[config.mk]
export PLATFORM = sky130hd
export DESIGN_NAME = uart_tx_tl_flat
export DESIGN_NICKNAME = d
export VERILOG_FILES = /design/src/rtl/uart_tx_tl_if.sv /design/src/rtl/uart_tx_tl.sv /design/src/flat_wrapper.sv
export SDC_FILE = /design/constraint.sdc
export NUM_CORES = 1
export LEC_CHECK = 0
export CAP_MARGIN = 20
export CORE_ASPECT_RATIO = 0.7
export CORE_UTILIZATION = 46
export CTS_CLUSTER_DIAMETER = 80
export DETAILED_ROUTE_END_ITERATION = 16
export GPL_TIMING_DRIVEN = 0
export PLACE_DENSITY = 0.83
export SYNTH_ARGS = -nofsm -noshare
export SYNTH_HDL_FRONTEND = slang
export SYNTH_SLANG_ARGS = --single-unit
[constraint.sdc]
create_clock -name clock -period 2.8 [get_ports clock]
set_input_delay 0.56 -clock clock [delete_from_list [all_inputs] [get_ports clock]]
set_output_delay 0.56 -clock clock [all_outputs]
set_load 0.03 [all_outputs]
[src/rtl/uart_tx_tl_if.sv]
// TileLink-UL style request (A) and response (D) channel bundles for uart_tx_tl.
// The slave modport is the side that consumes A and produces D.
interface tilelink_a;
  logic [2:0]  a_opcode;
  logic [31:0] a_address;
  logic [3:0]  a_mask;
  logic [31:0] a_data;
  logic        a_valid;

  modport master (output a_opcode, a_address, a_mask, a_data, a_valid);
  modport slave  (input  a_opcode, a_address, a_mask, a_data, a_valid);
endinterface

interface tilelink_d;
  logic [2:0]  d_opcode;
  logic [31:0] d_data;
  logic        d_error;
  logic        d_valid;

  modport master (input  d_opcode, d_data, d_error, d_valid);
  modport slave  (output d_opcode, d_data, d_error, d_valid);
endinterface

[src/rtl/uart_tx_tl.sv]
// Bus-attached UART transmitter: 8-entry TX FIFO, TXDATA/STATUS registers,
// 8N1 framing with a registered, glitch-free serial output.
module uart_tx_tl #(
  parameter logic [31:0] addr_mask      = 32'hF0000000,
  parameter logic [31:0] addr_tag       = 32'h40000000,
  parameter int unsigned clocks_per_bit = 16
) (
  input  logic       clock,
  input  logic       tick_reset_in,
  tilelink_a.slave   tick_tla,
  tilelink_d.slave   bus_tld,
  output logic       serial_tx
);

  localparam logic [15:0] BAUD_RELOAD = 16'(clocks_per_bit - 1);

  typedef enum logic [1:0] {IDLE, START, DATA, STOP} state_t;

  state_t      r_state, w_state_nxt;
  logic [15:0] r_baud, w_baud_nxt;
  logic [2:0]  r_bit, w_bit_nxt;
  logic [7:0]  r_shift, w_shift_nxt;
  logic        r_tx, w_tx_nxt;

  logic [7:0]  r_mem [8];
  logic [2:0]  r_wptr, r_rptr;
  logic [3:0]  r_count;

  logic [2:0]  r_d_opcode;
  logic [31:0] r_d_data;
  logic        r_d_error, r_d_valid;

  logic        w_sel, w_is_wr, w_is_rd, w_bad_op, w_reserved;
  logic        w_push_req, w_push, w_pop, w_drop, w_full, w_empty, w_tick;
  logic [1:0]  w_off;
  logic [31:0] w_status;
  logic        w_unused;

  // Request decode
  assign w_sel      = tick_tla.a_valid && !tick_reset_in &&
                      ((tick_tla.a_address & addr_mask) == addr_tag);
  assign w_off      = tick_tla.a_address[3:2];
  assign w_is_wr    = (tick_tla.a_opcode == 3'd0) || (tick_tla.a_opcode == 3'd1);
  assign w_is_rd    = (tick_tla.a_opcode == 3'd4);
  assign w_bad_op   = !(w_is_wr || w_is_rd);
  assign w_reserved = w_off[1];

  assign w_full  = (r_count == 4'd8);
  assign w_empty = (r_count == 4'd0);
  assign w_tick  = (r_baud == 16'd0);

  // A full FIFO still accepts a push when the transmitter pops in the same cycle.
  assign w_push_req = w_sel && w_is_wr && (w_off == 2'd0) && tick_tla.a_mask[0];
  assign w_push     = w_push_req && (!w_full || w_pop);
  assign w_drop     = w_push_req && w_full && !w_pop;

  assign w_status = {25'd0, r_count, w_empty, w_full, (r_state != IDLE)};
  assign w_unused = &{1'b0, tick_tla.a_data[31:8], tick_tla.a_mask[3:1]};

  always_comb begin
    w_state_nxt = r_state;
    w_baud_nxt  = w_tick ? 16'd0 : r_baud - 16'd1;
    w_bit_nxt   = r_bit;
    w_shift_nxt = r_shift;
    w_pop       = 1'b0;
    case (r_state)
      IDLE: begin
        if (!w_empty) begin
          w_state_nxt = START;
          w_pop       = 1'b1;
          w_shift_nxt = r_mem[r_rptr];
          w_baud_nxt  = BAUD_RELOAD;
        end
      end
      START: begin
        if (w_tick) begin
          w_state_nxt = DATA;
          w_bit_nxt   = 3'd0;
          w_baud_nxt  = BAUD_RELOAD;
        end
      end
      DATA: begin
        if (w_tick) begin
          w_baud_nxt  = BAUD_RELOAD;
          w_shift_nxt = {1'b0, r_shift[7:1]};
          if (r_bit == 3'd7) begin
            w_state_nxt = STOP;
          end else begin
            w_bit_nxt = r_bit + 3'd1;
          end
        end
      end
      STOP: begin
        if (w_tick) begin
          if (!w_empty) begin
            w_state_nxt = START;
            w_pop       = 1'b1;
            w_shift_nxt = r_mem[r_rptr];
            w_baud_nxt  = BAUD_RELOAD;
          end else begin
            w_state_nxt = IDLE;
            w_baud_nxt  = 16'd0;
          end
        end
      end
      default: w_state_nxt = IDLE;
    endcase
    // The line level is derived from the next state so serial_tx is a plain flop.
    case (w_state_nxt)
      START:   w_tx_nxt = 1'b0;
      DATA:    w_tx_nxt = w_shift_nxt[0];
      default: w_tx_nxt = 1'b1;
    endcase
  end

  always_ff @(posedge clock) begin
    if (tick_reset_in) begin
      r_state <= IDLE;
      r_baud  <= '0;
      r_bit   <= '0;
      r_shift <= '0;
      r_tx    <= 1'b1;
    end else begin
      r_state <= w_state_nxt;
      r_baud  <= w_baud_nxt;
      r_bit   <= w_bit_nxt;
      r_shift <= w_shift_nxt;
      r_tx    <= w_tx_nxt;
    end
  end

  always_ff @(posedge clock) begin
    if (tick_reset_in) begin
      r_wptr  <= '0;
      r_rptr  <= '0;
      r_count <= '0;
    end else begin
      if (w_push) r_wptr <= r_wptr + 3'd1;
      if (w_pop)  r_rptr <= r_rptr + 3'd1;
      case ({w_push, w_pop})
        2'b10:   r_count <= r_count + 4'd1;
        2'b01:   r_count <= r_count - 4'd1;
        default: r_count <= r_count;
      endcase
    end
  end

  always_ff @(posedge clock) begin
    if (w_push) r_mem[r_wptr] <= tick_tla.a_data[7:0];
  end

  always_ff @(posedge clock) begin
    if (tick_reset_in || !w_sel) begin
      r_d_valid  <= 1'b0;
      r_d_opcode <= '0;
      r_d_data   <= '0;
      r_d_error  <= 1'b0;
    end else begin
      r_d_valid  <= 1'b1;
      r_d_opcode <= w_is_rd ? 3'd1 : 3'd0;
      r_d_error  <= w_bad_op || w_reserved || w_drop;
      r_d_data   <= (w_is_rd && (w_off == 2'd1)) ? w_status : '0;
    end
  end

  assign bus_tld.d_valid  = r_d_valid;
  assign bus_tld.d_opcode = r_d_opcode;
  assign bus_tld.d_data   = r_d_data;
  assign bus_tld.d_error  = r_d_error;
  assign serial_tx        = r_tx;

endmodule

[src/flat_wrapper.sv]
// flat-port wrapper written by rule: the top's interface ports become plain ports
module uart_tx_tl_flat 
#(
  parameter logic [31:0] addr_mask      = 32'hF0000000,
  parameter logic [31:0] addr_tag       = 32'h40000000,
  parameter int unsigned clocks_per_bit = 16
)
  (clock, tick_reset_in, serial_tx, tick_tla_a_opcode, tick_tla_a_address, tick_tla_a_mask, tick_tla_a_data, tick_tla_a_valid, bus_tld_d_opcode, bus_tld_d_data, bus_tld_d_error, bus_tld_d_valid);
  tilelink_a tick_tla_i ();
  tilelink_d bus_tld_i ();
  input  logic clock;
  input  logic tick_reset_in;
  output logic serial_tx;
  input wire logic [$bits(tick_tla_i.a_opcode)-1:0] tick_tla_a_opcode;
  input wire logic [$bits(tick_tla_i.a_address)-1:0] tick_tla_a_address;
  input wire logic [$bits(tick_tla_i.a_mask)-1:0] tick_tla_a_mask;
  input wire logic [$bits(tick_tla_i.a_data)-1:0] tick_tla_a_data;
  input wire logic [$bits(tick_tla_i.a_valid)-1:0] tick_tla_a_valid;
  output wire logic [$bits(bus_tld_i.d_opcode)-1:0] bus_tld_d_opcode;
  output wire logic [$bits(bus_tld_i.d_data)-1:0] bus_tld_d_data;
  output wire logic [$bits(bus_tld_i.d_error)-1:0] bus_tld_d_error;
  output wire logic [$bits(bus_tld_i.d_valid)-1:0] bus_tld_d_valid;
  assign tick_tla_i.a_opcode = tick_tla_a_opcode;
  assign tick_tla_i.a_address = tick_tla_a_address;
  assign tick_tla_i.a_mask = tick_tla_a_mask;
  assign tick_tla_i.a_data = tick_tla_a_data;
  assign tick_tla_i.a_valid = tick_tla_a_valid;
  assign bus_tld_d_opcode = bus_tld_i.d_opcode;
  assign bus_tld_d_data = bus_tld_i.d_data;
  assign bus_tld_d_error = bus_tld_i.d_error;
  assign bus_tld_d_valid = bus_tld_i.d_valid;
  uart_tx_tl #(.addr_mask(addr_mask), .addr_tag(addr_tag), .clocks_per_bit(clocks_per_bit)) u_core (.clock(clock), .tick_reset_in(tick_reset_in), .tick_tla(tick_tla_i), .bus_tld(bus_tld_i), .serial_tx(serial_tx));
endmodule
==> results of run 1 <==
## cells by family after synthesis
logic type | count (synthesis)
compound gates | 83
xor+xnor | 13
fa+ha+maj | 14
buf+inv | 56
flops | 117
mux | 25
other cells | 1
simple gates | 129
## routing by layer
metal	share of wire, %	vias up	wire (um)	global-route usage, %
li1	-	1800	-	-
met1	41	1903	5172	28.35
met2	49	192	6141	36.23
met3	7.7	37	970	7.425
met4	2.6	0	330	9.690
met5	0	-	0	0
## final cells by class
class / count / area share, %
buffer: 45 / 4.042
clock buffer: 17 / 6.247
clock inverter: 15 / 2.609
inverter: 11 / 0.6430
multi-input combinational: 291 / 32.50
sequential: 117 / 43.80
tap: 153 / 2.811
timing repair buffer: 55 / 7.349
## timing repair
action | 4_1_cts | 5_1_grt
setup endpoints to repair | 65 | 68
pin swaps | 13 | 2
buffers inserted | 19 | 2
cloned | 0 | 0
resized for setup | 23 | 12
## critical path, cell delays in order
cell and delay (ns):
clkdlybuf4s50_1 0.55, inv_2 0.21, and3_1 0.25, nand4_1 0.26, nand3_4 0.16, inv_4 0.05, ha_1 0.28, a21o_1 0.19
a21oi_2 0.18, nor2_1 0.08, a22o_1 0.20, a211oi_1 0.22
## worst max-delay path by stage
stage,start,end,slack (ns),cells past startpoint
after floorplan,u_core.r_baud[8],u_core.r_count[3],-0.0006,11
after global placement,tick_reset_in,u_core.r_mem[3][5],-0.74,6
after detailed placement,tick_reset_in,u_core.r_mem[0][3],-0.76,6
after CTS,u_core.r_baud[11],u_core.r_count[3],0.006,11
after global routing,tick_tla_a_address[29],u_core.r_count[3],-0.20,12
final,tick_reset_in,u_core.r_count[3],-0.08,12
## registers in the layout (all words and copies together) (netlist names), 2 cells and up, named ones only
signal and count:
u_core.bus_tld.d_data 7, u_core.r_baud 16, u_core.r_bit 3, u_core.r_count 4
u_core.r_mem 64, u_core.r_rptr 3, u_core.r_shift 8, u_core.r_state 2
u_core.r_wptr 3
## per-stage QoR
stage	setup WS, ns	setup TNS [ns]
2_1_floorplan	-0.0006046	-0.0006046
3_3_place_gp	-0.7403	-40.39
3_5_place_dp	-0.7634	-37.17
4_1_cts	0.005838	0
5_1_grt	-0.2015	-0.3064
6_report	-0.07992	-0.07992
## where the power goes
| group | leakage, nW | total [mW] | internal, mW | switching, mW |
|---|---|---|---|---|
| Clock | 0.297 | 2.21 | 1.40 | 0.809 |
| Combinational | 1.19 | 2.48 | 1.04 | 1.44 |
| Sequential | 1.01 | 2.19 | 1.99 | 0.195 |
| Total | 2.50 | 6.88 | 4.44 | 2.44 |
## cell usage in the layout, fill, tap and decap left out, types with 4 or more instances in the layout
cell type         n
a211oi_1          9
a21oi_1          27
a22oi_1           6
and2_1            5
buf_4            49
clkbuf_1         12
clkbuf_16        17
clkdlybuf4s50_1  31
clkinv_4          5
conb_1           27
dfxtp_1          53
edfxtp_1         64
ha_1             13
inv_1             9
mux2i_1           8
mux4_2           16
nand2_1          18
nand3_1           9
nand4_1           5
nor2_1           37
nor2_4            4
nor3_1           11
nor3b_4           4
o21ai_0          22
or3_1             4
or4_1             4
xnor2_1           5
xor2_1            8
==> summary.md, run 1 <==
| Metric | Value |
|---|---|
| Worst EP arrival | 3.21 ns |
| HP Start | u_core.r_bit[1] |
| Worst Max-Slew Pin Slew | 0.7628 ns |
| Library cells used by synthesis | 55 |
| Hold buffer count at CTS | 0 |
| Final Power | 6.880 mW |
| Post-synth ARST share | 0% |
| Reg2Reg Depth | 11 |
| Post-synth top area share | 36.61% |
| Register area | 0.002983 mm^2 |
| Fill cell count | 787 |
| Top FF cell, synth | edfxtp_1 |
| GRT Residual Overflow | 0 |
| Clock Sink Count | 117 |
| Yosys warns | 0 |
| Layout area overhead | 29.72% |
| Post-synth EDFFs | 64 |
| CTS Root Cell | clkbuf_16 |
| IO buf count | 31 |
| Layout cells sized above 1 | 23.77% |
| Max FO, Critical Path | 6 |
| Number of global-route vias before repair | 3818 |
| DRC violations left | 0 |
| Layout Utilization | 61.63% |
| Startpoint types | primary input |
| Area of the multi-input gates | 0.002213 mm^2 |
| Post-synthesis mux area share | 8.603% |
| Power per cell area | 1010 mW/mm^2 |
| Initial drt markers | 325 |
| Non-Filler Instances | 704 |
| Detailed placement HPWL | 7.688 mm |
| RSZ-0062 raised after global routing | true |
| Top post-synthesis cells by area | edfxtp_1, dfxtp_1, mux4_2 |
| Area leader, netlist | edfxtp_1 |
| H-tree levels | 4 |
| XOR/XNOR Fraction of Synth Area | 2.169% |
| Synth Area in Adders | 3.480% |
| Critical path endpoint category | flip-flop |
| Cell count after synthesis | 438 |
| Initial Util | 47.51% |
| Reg-to-reg startpoint | u_core.r_baud[11] |
| Vias | 3932 |
| Die Width | 129.7 um |
| Final ANT Viol Nets | 0 |
| First-pass GRT wire length | 19.95 mm |
| CTS Buffer Depth | 2 |
| Post-route setup slack | -0.07992 ns |
| Total Wirelength | 12.62 mm |
| CTS tree | done |
| DR pass1 iterations | 5 |
| Tot GR Track Use | 22.78% |
| Outcome | finished, violations left |
| Largest family of logic cells by synthesized area | simple AND/OR/NAND/NOR gates |
| Worst setup path class | in -> reg |
| Worst IR Drop VDD | 784.3 uV |
| # nets final | 626 |
| Fin Hold WS | 0.4696 ns |
| Drt wl/cell | 17.92 um |
| Crit share post-route | 102.9% |
| Seq/Total Area, Yosys | 56.82% |
| Hold Crit Endpoint | u_core.r_bit[1] |
| FMAX | 347.2 MHz |
| Lkg Pwr | 2.498 nW |
| # diodes | 0 |
| R2r setup slk | -0.01 ns |
| Failing checks | negative setup slack |
| Final Max Tran Viols | 0 |
| Core ar. | 0.01105 mm^2 |
| Hold Path Class | reg -> reg |
| Die Y | 91.38 um |
| Clock-pin slew of the registers on the worst-case setup and hold paths | 0.06 ns |
| Simple-gate share of the synthesized area | 13.13% |
| Placed Cells | 651 |
| Largest net degree at the start of global routing | 17 |
| Via-to-Cell Ratio | 5.585 |
| Io pins | 112 |
| Max cap viols | 0 |
| Slew HR | 49.15% |
| Setup violations, final | 1 |
| Gp weighted congestion | 0.8446 |
| Die footprint | 0.01185 mm^2 |
| Top-count cell post-synth | edfxtp_1 |
| R2r endpoint | u_core.r_count[3] |
| Final Hold Fails | 0 |
| Max Clock Skew | 0.009637 ns |
| Rows | 32 |
| Hold depth | 2 |
| DP Area | 0.005888 mm^2 |
| Syn Area/Cell | 11.99 um^2 |
| Final instance area | 0.006810 mm^2 |
| Critical Path RT | 3.13 ns |
| Initial antenna violation count | 0 |
| CTS buffer count | 17 |
| Final min period | 2.880 ns |
| Cell Area, Synth | 0.005250 mm^2 |
| Worst-skew pair later-pin latency | 0.42 ns |
| Synth Register Bits | 117 |
| Most instantiated cells after synthesis | edfxtp_1, dfxtp_1, nor2_1 |
| Compound-cell area share of the yosys netlist | 9.747% |
(Power assumes the default switching activity.)
==> run 2, diff against run 1 <==
--- a/config.mk
+++ b/config.mk
@@ -5,13 +5,15 @@
 export SDC_FILE = /design/constraint.sdc
 export NUM_CORES = 1
 export LEC_CHECK = 0
+export ABC_AREA = 1
 export CAP_MARGIN = 20
 export CORE_ASPECT_RATIO = 0.7
-export CORE_UTILIZATION = 46
+export CORE_UTILIZATION = 47
 export CTS_CLUSTER_DIAMETER = 80
 export DETAILED_ROUTE_END_ITERATION = 16
 export GPL_TIMING_DRIVEN = 0
-export PLACE_DENSITY = 0.83
+export PLACE_DENSITY = 0.84
+export SETUP_SLACK_MARGIN = 0.02
 export SYNTH_ARGS = -nofsm -noshare
 export SYNTH_HDL_FRONTEND = slang
 export SYNTH_SLANG_ARGS = --single-unit
==> run 2 against run 1 <==
  * The flow now finishes without violations
  * Core utilization is 0.40 points lower
  * Clock-buffer cell count rose by 2
  * Worst setup slack improved by 0.29 ns
  * Via count grew 15%
  * Area after synthesis grew 5.4%
  * Flip-flop and latch count unchanged
  * Combinational power down 2%
  * Clock skew is 0.0023 ns lower
  * Die area up 3.1%
  * Highest routed layer unchanged
==> summary.md, run 2 <==
| Metric | Value |
|---|---|
| Largest stage delay, worst path | 0.44 ns (-0.11 ns) |
| Die Y | 92.80 um (+1.5%) |
| CTS Root Cell | clkbuf_16 |
| Layout area overhead | 24.46% |
| FMAX | 385.4 MHz (+11%) |
| CTS tree | done |
| Worst Max-Slew Pin Slew | 0.6216 ns (-0.1412 ns) |
| Worst EP arrival | 2.69 ns (-0.52 ns) |
| Critical Path Slowest Stage Cell | clkdlybuf4s50_1 |
| Internal Dissipation | 4.420 mW (-0.45%) |
| Top post-synthesis cells by area | edfxtp_1, dfxtp_1, nand2_1 |
| Worst-skew pair later-pin latency | 0.41 ns (about the same) |
| Post-synth EDFFs | 64 (unchanged) |
| Startpoint types | primary input |
| Top-count cell post-synth | nand2_1 |
| Largest net degree at the start of global routing | 17 (unchanged) |
| Area leader, netlist | edfxtp_1 |
| Synth Register Bits | 117 (unchanged) |
| Power per cell area | 1016 mW/mm^2 (+0.58%) |
| DR pass1 iterations | 5 (unchanged) |
| Clock Sink Count | 117 (unchanged) |
| Number of global-route vias before repair | 4511 (+18%) |
| Post-synth top area share | 34.72% (-1.9 points) |
| H-tree levels | 4 (unchanged) |
| GRT Residual Overflow | 0 (unchanged) |
| Fill cell count | 818 (+3.9%) |
| Post-synth ARST share | 0% (unchanged) |
| Setup violations, final | 0 (-1) |
| Final setup TNS | 0 ns (+0.07992 ns) |
| Postcts setup bufs | 0 (-19) |
| Worst IR Drop VDD | 479.3 uV (-39%) |
| RSZ-0062 raised after global routing | false |
| First-pass GRT wire length | 20.78 mm (+4.1%) |
| CTS Buffer Depth | 2 (unchanged) |
| Final Max Tran Viols | 0 (unchanged) |
| Layout cells sized above 1 | 15.51% (-8.3 points) |
| Max cap viols | 0 (unchanged) |
| Initial drt markers | 362 (+11%) |
| Via-to-Cell Ratio | 5.263 (-5.8%) |
| Max reg flops | 64 (unchanged) |
| Outcome | completed |
| CTS buffer count | 17 (unchanged) |
| Syn Area/Cell | 9.030 um^2 (-25%) |
| Final Power | 6.999 mW (+1.7%) |
| Registers with the most flip-flops | u_core.r_mem x64, u_core.r_baud x16, u_core.r_shift x8 |
| Worst setup path class | in -> reg |
| Seq/Total Area, Yosys | 53.89% (-2.9 points) |
| Hold buffer count at CTS | 0 (unchanged) |
| Crit-path cells | clkdlybuf4s50_1, inv_2, nand2_1, nor2_1, inv_1, nor2_1, nand2_2, inv_1, nand2_2, nor3_4, buf_2 |
| Fin Hold WS | 0.4785 ns (+0.008853 ns) |
| DRC violations left | 0 (unchanged) |
| Core ar. | 0.01125 mm^2 (+1.8%) |
| Power share of the sequential group | 31.3% (-0.5 points) |
| Max Clock Skew | 0.007293 ns (-0.002343 ns) |
| Die Width | 131.7 um (+1.6%) |
| Final ANT Viol Nets | 0 (unchanged) |
| Critical Path RT | 2.90 ns (-0.23 ns) |
| Post-route setup slack | 0.2053 ns (+0.2852 ns) |
| Top FF cell, synth | edfxtp_1 |
| Cell count after synthesis | 613 (+40%) |
| IO buf count | 31 (unchanged) |
| Most instantiated cells after synthesis | nand2_1, nand3_1, edfxtp_1 |
| Library cells used by synthesis | 36 (-35%) |
| Initial antenna violation count | 0 (unchanged) |
| Total Wirelength | 12.73 mm (+0.93%) |
| # nets final | 784 (+25%) |
| Clock-pin slew of the registers on the worst-case setup and hold paths | 0.06 ns (about the same) |
| Final Hold Fails | 0 (unchanged) |
| Tot GR Track Use | 21.71% (-1.1 points) |
| Yosys warns | 0 (unchanged) |
| Hold Path Class | reg -> reg |
| Rows | 32 (unchanged) |
| Vias | 4537 (+15%) |
| Commonest non-fill, non-tap cell in the layout | nand2_1 |
| Critical path endpoint category | flip-flop |
| DP Worst Slack | -0.6886 ns (+0.07488 ns) |
| Placed Cells | 830 (+27%) |
| Lkg Pwr | 2.864 nW (+15%) |
| Initial Util | 49.20% (+1.7 points) |
| Most frequent cells in the layout | nand2_1, nand3_1, edfxtp_1, dfxtp_1, nor2_1 |
| Sw Share | 36.85% (+1.4 points) |
| Gp weighted congestion | 0.8474 (+0.33%) |
| Cell Area, Synth | 0.005535 mm^2 (+5.4%) |
| Die footprint | 0.01222 mm^2 (+3.1%) |
| Non-Filler Instances | 862 (+22%) |
| Psw | 2.579 mW (+5.7%) |
| Crit share post-route | 92.67% (-10 points) |
| Max FO, Critical Path | 9 (+3) |
| Io pins | 112 (unchanged) |
| Combinational fraction of design power | 34.8% (-1.2 points) |
| Drt wl/cell | 14.77 um (-18%) |
| Clk network pwr share | 33.8% (+1.7 points) |
| Slew HR | 58.56% (+9.4 points) |
| Register name with the most flops | u_core.r_mem |
| # diodes | 0 (unchanged) |
| Detailed placement HPWL | 8.388 mm (+9.1%) |
| Final min period | 2.595 ns (-0.2852 ns) |
==> run 2: routing by layer <==
layer | routed length (um) | vias to the layer above | global-route usage [%]
li1 | - | 2156 | -
met1 | 5217 | 2085 | 26.21
met2 | 6016 | 260 | 36.55
met3 | 1208 | 36 | 5.528
met4 | 289 | 0 | 10.27
met5 | 0 | - | 0
==> run 2: cell type report <==
class	instances	area (um^2)	share of cell area, %
plain buffers	43	267.8	3.887
clock buffers	19	442.9	6.429
clock inverters	13	203.9	2.960
inverters	46	175.2	2.543
multi-input cells	433	2275	33.02
flip-flops and latches	117	2985	43.33
well taps	153	191.4	2.779
repair buffers	38	347.8	5.049
==> run 2: path summary, 6_finish.rpt <==
path | startpoint | end | slack [ns] | depth (start not counted)
worst max-delay path | tick_reset_in | u_core.r_mem[5][4] | 0.21 | 11
worst min-delay path | u_core.r_bit[2] | u_core.r_bit[2] | 0.48 | 1
worst max register to register | u_core.r_baud[0] | u_core.r_count[3] | 0.25 | 15
worst min register to register | u_core.r_bit[2] | u_core.r_bit[2] | 0.48 | 1
==> run 2: cells by family (layout without fill, tap and decap cells) <==
logic type,Yosys count,count (layout),synth area share (%)
compound gates,54,54,5.786
flops,117,117,53.89
buf+inv,89,159,8.002
fa+ha+maj,14,14,3.300
xor+xnor,15,15,2.373
simple gates,323,323,26.58
other cells,1,27,0.06775
==> run 2: worst max-delay path: cells and delay by family <==
family                 cells  cell delay [ns]
AND/OR/NAND/NOR            6             0.98
buffers and inverters      5             1.14
==> run 2: through the flow <==
step	cell area [um^2]	util (%)
after floorplan	5633	-
after global placement	6135	54.53
after detailed placement	6170	54.84
after CTS	6827	60.68
after global routing	6889	61.23
final	6889	61.23
==> run 2: what timing repair did <==
item,CTS,global route
resized for setup,2,14
gates cloned,0,0
endpoints found under the setup margin,44,56
==> run 2: power by group through the flow <==
stage | Sequential (mW) | Combinational (mW) | Clock, mW
5_1_grt | 2.21 | 2.68 | 2.45
6_report | 2.19 | 2.44 | 2.37
2_1_floorplan | 2.18 | 1.82 | 0
3_3_place_gp | 2.20 | 2.21 | 0
3_5_place_dp | 2.21 | 2.32 | 0
4_1_cts | 2.18 | 2.39 | 2.37
